### src/rtl/prog_clock_gen.sv
// rtl/prog_clock_gen.sv - N-channel programmable power-of-two clock divider
//
// Purpose:
//   Derives N_CH divided clocks from the system clock. Each channel has its own
//   half-period H(s) = BASE_HALF << s. A new selection is requested through a
//   valid/ready handshake. It is parked as "pending" and is only applied at a
//   falling toggle or while the channel sits stopped and low. This means no
//   output pulse is ever shortened. Per-channel enables stop an output only
//   after its current high phase completes.
//
// Ports:
//   clock         in   system clock, rising edge
//   reset         in   asynchronous, active-high
//   en_i          in   [N_CH]        per-channel run enable
//   upd_valid_i   in                 rate-change request valid
//   upd_ch_i      in   [CH_W]        target channel of request
//   upd_sel_i     in   [SEL_W]       requested rate select
//   upd_ready_o   out                request accepted when valid & ready
//   clk_out_o     out  [N_CH]        divided clocks, straight from flops
//   pending_o     out  [N_CH]        accepted selection not yet applied
//   prog_out_o    out  [N_CH*SEL_W]  active selection, ch k at [k*SEL_W +: SEL_W]

module prog_clock_gen #(
    parameter int N_CH      = 2,
    parameter int CH_W      = 1,
    parameter int SEL_W     = 3,
    parameter int CNT_W     = 32,
    parameter int BASE_HALF = 5,
    parameter int RESET_SEL = 0
) (
    input  logic                    clock,
    input  logic                    reset,
    input  logic [N_CH-1:0]         en_i,
    input  logic                    upd_valid_i,
    input  logic [CH_W-1:0]         upd_ch_i,
    input  logic [SEL_W-1:0]        upd_sel_i,
    output logic                    upd_ready_o,
    output logic [N_CH-1:0]         clk_out_o,
    output logic [N_CH-1:0]         pending_o,
    output logic [N_CH*SEL_W-1:0]   prog_out_o
);

    // A channel can take a request only when it has nothing parked. Channel
    // indices at or above N_CH match no channel, so they are never ready.
    always_comb begin
        upd_ready_o = 1'b0;
        for (int k = 0; k < N_CH; k++) begin
            if (int'(upd_ch_i) == k) begin
                upd_ready_o = ~pending_o[k];
            end
        end
    end

    for (genvar k = 0; k < N_CH; k++) begin : g_ch
        logic [CNT_W-1:0] cnt_q, cnt_d;
        logic [CNT_W-1:0] half_m1;
        logic [SEL_W-1:0] sel_q, sel_d;
        logic [SEL_W-1:0] pend_sel_q, pend_sel_d;
        logic             clk_q, clk_d;
        logic             pend_q, pend_d;
        logic             accept;
        logic             stopped;
        logic             at_terminal;
        logic             apply;

        assign half_m1 = (CNT_W'(BASE_HALF) << sel_q) - CNT_W'(1);

        always_comb begin
            cnt_d      = cnt_q;
            clk_d      = clk_q;
            sel_d      = sel_q;
            pend_sel_d = pend_sel_q;
            pend_d     = pend_q;

            accept      = upd_valid_i & upd_ready_o & (int'(upd_ch_i) == k);
            // A high output always finishes its phase, so only a low output
            // with its enable removed counts as stopped.
            stopped     = ~clk_q & ~en_i[k];
            at_terminal = (cnt_q == half_m1);
            // Only the stored pending flag is used here. A request accepted in
            // this same cycle therefore waits for the next apply point.
            apply       = pend_q & (stopped | (clk_q & at_terminal));

            if (stopped) begin
                cnt_d = '0;
            end else if (at_terminal) begin
                cnt_d = '0;
                clk_d = ~clk_q;
            end else begin
                cnt_d = cnt_q + CNT_W'(1);
            end

            if (apply) begin
                sel_d  = pend_sel_q;
                pend_d = 1'b0;
            end

            // accept requires pend_q==0, so it never collides with apply.
            if (accept) begin
                pend_sel_d = upd_sel_i;
                pend_d     = 1'b1;
            end
        end

        always_ff @(posedge clock or posedge reset) begin
            if (reset) begin
                cnt_q      <= '0;
                clk_q      <= 1'b0;
                sel_q      <= SEL_W'(RESET_SEL);
                pend_sel_q <= SEL_W'(RESET_SEL);
                pend_q     <= 1'b0;
            end else begin
                cnt_q      <= cnt_d;
                clk_q      <= clk_d;
                sel_q      <= sel_d;
                pend_sel_q <= pend_sel_d;
                pend_q     <= pend_d;
            end
        end

        assign clk_out_o[k]                  = clk_q;
        assign pending_o[k]                  = pend_q;
        assign prog_out_o[k*SEL_W +: SEL_W]  = sel_q;
    end

endmodule

### config.mk
export PLATFORM = sky130hd
export DESIGN_NAME = prog_clock_gen
export DESIGN_NICKNAME = d
export VERILOG_FILES = /design/src/rtl/prog_clock_gen.sv
export SDC_FILE = /design/constraint.sdc
export NUM_CORES = 1
export LEC_CHECK = 0
export CAP_MARGIN = 5
export CORE_MARGIN = 2
export CORE_UTILIZATION = 35
export DETAILED_ROUTE_END_ITERATION = 16
export SKIP_LAST_GASP = 1
export SLEW_MARGIN = 20
export SYNTH_ARGS = -nofsm -noshare
export SYNTH_HDL_FRONTEND = slang
export SYNTH_SLANG_ARGS = --single-unit
### constraint.sdc
create_clock -name clock -period 3 [get_ports clock]
set_input_delay 0.6 -clock clock [delete_from_list [all_inputs] [get_ports clock]]
set_output_delay 0.6 -clock clock [all_outputs]
set_load 0.005 [all_outputs]
# Word level (Yosys, flattened, before mapping)
# Cells that the tools add are included.
[totals] input_bits=9 reg_bits=80 word_cells=51
[op_classes] shift=2 n_eq_ne=2 muxes=9 n_reduce_logical=4 add_sub_neg=4 n_bitwise=20
[op_table] op="2-to-1 mux 32 bit" n=4
[op_table] op="adder 32 x 1 -> 32 bit, second input constant" n=2
[op_table] op="== test 32 bit" n=2
[op_table] op="<< shifter 3 x 3 -> 32 bit, first input constant" n=2
[op_table] op="subtractor 32 x 2 -> 32 bit, second input constant" n=2
[op_table] op="bitwise AND 1 bit" n=9
[op_table] op="NOT 1 bit" n=9
[op_table] op="2-to-1 mux 1 bit" n=5
[op_table] op="AND reduction 2 bit" n=2
[op_table] op="nonzero test 2 bit" n=2
[op_table] op="bitwise OR 1 bit" n=2

# Logic depth before layout (Yosys ltp)
[logic_depth] ltp_word=8 depth_mapped=9 mapped_depth_nobuf=7

# Least setup slack after synthesis
# No wires, ideal clock.
[synth_path] path_kind="flip-flop to flip-flop" start="register g_ch[1].sel_q[2]" end="register g_ch[1].clk_q" period_less_slack_ps=1946 setup_ps=125 stages_incl_launch_ff=8 n_path_buf=1 setup_slack_ps=1054 arrival_ps=1821 required_ps=2875 path_cell_list="dfrtp_1 -> buf_2 -> maj3_2 -> mux2_2 -> o22ai_1 -> o311a_2 -> nand2_2 -> mux2_4"
[synth_between] elab_chain_len=4
[synth_lines] item="start, declared" line="57" rtl="logic [SEL_W-1:0] sel_q, sel_d;"
[synth_lines] item="start signal, assigned" line="109" rtl="sel_q <= SEL_W'(RESET_SEL);"
[synth_lines] item="start signal, assigned" line="115" rtl="sel_q <= sel_d;"
[synth_lines] item="<< shifter 3 x 3 -> 32 bit" line="66" rtl="assign half_m1 = (CNT_W'(BASE_HALF) << sel_q) - CNT_W'(1);"
[synth_lines] item="subtractor 32 x 2 -> 32 bit" line="66"
[synth_lines] item="== test 32 bit" line="79" rtl="at_terminal = (cnt_q == half_m1);"
[synth_lines] item="AND reduction 2 bit (no source line)"
[synth_lines] item="end signal, assigned" line="114" rtl="clk_q <= clk_d;"
[synth_lines] item="end, declared" line="59" rtl="logic clk_q, clk_d;"
# Every way passes these cells.
# A chain may end at the register's enable or synchronous reset.

# Worst setup path in the final report
[layout_path] start="register g_ch[1].sel_q[2]" end="register g_ch[1].cnt_q[7]"
[layout_between] elab_chain_len=5
[layout_lines] item="<< shifter 3 x 3 -> 32 bit" line="66"
[layout_lines] item="subtractor 32 x 2 -> 32 bit" line="66"
[layout_lines] item="== test 32 bit" line="79"
[layout_lines] item="2-to-1 mux 32 bit" line="86" rtl="end else if (at_terminal) begin"
[layout_lines] item="2-to-1 mux 32 bit" line="84" rtl="if (stopped) begin"
[layout_lines] item="via g_ch[1].cnt_d[7]" line="55" rtl="logic [CNT_W-1:0] cnt_q, cnt_d;"
[layout_lines] item="end signal, assigned" line="113" rtl="cnt_q <= cnt_d;"
[layout_lines] item="end, declared" line="55"
# The timed path passes the listed nets, and every way through them passes these cells.

==> summary.md <==
| Metric | Value |
|---|---|
| Dpl hpwl | about 6.2 mm |
| Power per Cell Area | about 500 mW/mm2 |
| Initial antenna violation count | 0 |
| Unrepaired setup endpoints after global routing | no |
| Status | finished, final reports clean |
| Comb power frac | 9.5% |
| Final GP Congestion | 0.7885 |
| Full die area | roughly 0.014 mm2 |
| Clk root buf | clkbuf_16 |
| Total routed wirelength | just over 9 mm |
| # rows | between 40 and 50 |
| Critical Path RT | around 3.2 ns |
| TritonCTS clock tree | built |
| Number of fill cells | ~1300 |
| Number of buffers added on ports | 19 |
| Worst Tran Pin Value | about 0.61 ns |
| Vias in the first global route | 3359 |
| TNS Setup | 0 ns |
| Simple-gate share of the synthesized area | 27.28% |
| Layout Nets | 512 |
| Htree depth | 3 |
| Worst hold path class | in -> async |
| Crit path from | g_ch[1].sel_q[2] |
| Synth Flop Type | dfrtp_1 |
| Cells after synthesis | about 500 |
| Flops & latches, synth | 80 |
| Final Hold Fails | 0 |
| Final period util | ~80% |
| CP Launch Type | flop |
| Pint | roughly 1.9 mW |
| Clk Latency, worst-skew pair | 0.34 ns |
| LEAKAGE | 2.218 nW |
| Antenna diode count | 0 |
| Max-cap viol count | 0 |
| Fraction of power spent switching nets | 25.13% |
| Non-filler cells, final | a little under 700 |
| Routed len/inst | 13.71 um |
| Final Util | about 41% |
| Critical path arrival | ~2.6 ns |
| Adder-Cell Fraction of Synth Area | 0.7895% |
| Relative slew slack | between 50% and 60% |
| Pin count of the biggest net entering global routing | 66 |
| Crit Path Category | reg -> reg |
| Number of top-level pins | 20 |
| Initial core utilization | between 30% and 40% |
| Complex-gate fraction of the synthesized area | about 8.3% |
| Clock transition at path regs | 0.06 ns |
| Max Freq | just over 400 MHz |
| Sequential power share | between 40% and 50% |
| Max VDD drop | between 200 and 300 uV |
| RR Startpoint | g_ch[1].sel_q[2] |
| GRT Overall Usage | 13.75% |
| Slew Limit Fails | 0 |
| Vias per cell | 5.119 |
| Fraction of registers with async set/reset | 100.0% |
| Mapped Nets | a little over 500 |
| Layout cells sized above 1 | 7.905% |
| Sw Pwr | 0.6516 mW |
| Mux share of post-synthesis cell area | 3.376% |
| Clock Sink Count | 80 |
| Cell Area, Synth | 0.004596 mm2 |
| Via count | 3471 |
| CTS resizes | 0 |
| Post-placement setup slack | 0.5413 ns |
| Congestion Overflow GR | 0 |
| Placed Cells | around 660 |
| Most common cell after layout, fill and taps aside | nor2_1 |
| Clock Skew | about 0.0078 ns |
| Max clock buf depth | 2 |
| Syn Area/Cell | slightly above 9 um2 |
| Reg-to-Reg End | g_ch[1].cnt_q[7] |
| First-pass GRT wire length | 16.24 mm |
| Reg2reg setup slack | ~0.57 ns |
| Sequential area share after synthesis | 43.56% |
| Die Y | roughly 120 um |
| CP Max Fanout | 32 |
| Num CTS Buffers | 9 |
| Layout area overhead | 12.41% |
| Number of flops mapped to enable cells by yosys | 0 |
| Fin worst setup slack | around 0.57 ns |
| Post-CTS setup buffers | 0 |
| Main combinational cell family by area after synthesis | simple AND/OR/NAND/NOR gates |
| Most frequent cells in the layout | nor2_1, dfrtp_1, xor2_1 |
| Post-CTS Hold Buffers | 0 |
| Initial DRC count | slightly below 300 |
| Core Area | 0.01272 mm2 |
| First drt pass iteration count | 4 |
| Post-DRT Antenna Nets | 0 |
| Worst reg2reg path depth | 6 |
| Period minus WS final | approximately 2.4 ns |
| Clock power share | a little over two fifths |
| DR DRC count | 0 |
| Die width | 118.6 um |
| Synth cell types | 56 |
| Synth Area in XOR/XNOR | 12.20% |
| Ys Warns | 0 |
| Final setup violation count | 0 |
| Critical path endpoint category | flop |
## cell usage after synthesis, types with 3 or more instances
cell type | count | area share, %
o21ai_0 | 13 | 1.4
nand4_1 | 20 | 2.7
nand3_1 | 24 | 2.6
xnor2_1 | 28 | 5.3
o211ai_1 | 6 | 0.98
or2_2 | 3 | 0.41
nor2b_1 | 8 | 1.1
mux2i_1 | 5 | 1.1
nand2b_1 | 4 | 0.54
nor2_1 | 86 | 7.0
nor3b_1 | 5 | 0.82
xor2_1 | 36 | 6.9
and3_1 | 16 | 2.2
a311oi_1 | 7 | 1.3
dfrtp_1 | 80 | 44
buf_4 | 10 | 1.6
nor4_1 | 15 | 2.0
clkbuf_1 | 5 | 0.41
buf_2 | 10 | 1.1
and4_1 | 3 | 0.57
nand2_1 | 33 | 2.7
a21o_1 | 3 | 0.49
inv_1 | 12 | 0.98
or3_1 | 4 | 0.54
and2_1 | 3 | 0.41
nand3b_1 | 3 | 0.49
nor3_1 | 12 | 1.3
mux2_2 | 8 | 2.0
## stage by stage
stage	instance area (um2)	hold WS [ns]	power [mW]
CTS	5166	0.5450	2.626
floorplan	4596	0.4881	1.433
global route	5166	0.5590	2.699
detailed placement	4867	0.5312	1.513
global placement	4867	0.5176	1.494
finish	5166	0.5470	2.593
## critical path, stage by stage, from the launching register on
cell and delay, ns:
dfrtp_1 0.67, nor2_2 0.14, o31ai_4 0.19, a22oi_1 0.15
nor4_4 0.44, a21o_2 0.58, nor2_1 0.11
## cells by family after synthesis
| logic type | Yosys count |
|---|---|
| muxes | 14 |
| and+or+nand+nor | 246 |
| buffers and inverters | 40 |
| DFF | 80 |
| AOI/OAI and AO/OA | 50 |
| adders and majority gates | 3 |
| xor gates and xnor gates | 64 |
## power by group through the flow
stage / logic, mW / clock network, mW / registers, mW
finish: 0.248 / 1.10 / 1.24
global placement: 0.242 / 0 / 1.25
global route: 0.275 / 1.17 / 1.26
CTS: 0.253 / 1.13 / 1.24
detailed placement: 0.251 / 0 / 1.26
floorplan: 0.229 / 0 / 1.20
## routing by layer
layer / global-route usage (%) / up-vias / share of wire, %
met5: 0 / - / 0
met4: 4.315 / 0 / 1.4
met3: 3.041 / 11 / 2.0
met2: 21.80 / 29 / 48
met1: 18.69 / 1695 / 49
li1: - / 1736 / -
## layout make-up
type / count / area (um2) / share of cell area (%)
Multi-Input combinational cell: 377 / 2386 / 46.19
Tap cell: 172 / 215.2 / 4.166
Inverter: 12 / 46.29 / 0.8961
Clock inverter: 5 / 56.30 / 1.090
Clock buffer: 11 / 242.7 / 4.698
Sequential cell: 80 / 2002 / 38.75
Timing Repair Buffer: 21 / 217.7 / 4.214
## registers in the layout (all words and copies together), names as in the netlist
| signal | cells |
|---|---|
| g_ch.cnt_q | 64 |
| g_ch.pend_sel_q | 6 |
| g_ch.sel_q | 6 |
| g_ch.clk_q | 2 |
| g_ch.pend_q | 2 |
## worst max path at each step
stage / to / slack [ns] / cells after the start
floorplan: g_ch[0].clk_q / 0.35 / 1
global placement: upd_ready_o / 0.58 / 3
finish: g_ch[1].cnt_q[7] / 0.57 / 6
global route: g_ch[1].cnt_q[12] / 0.33 / 6
CTS: g_ch[1].cnt_q[20] / 0.55 / 6
detailed placement: g_ch[1].cnt_q[24] / 0.54 / 6
Power figures use the tool's default switching activity.
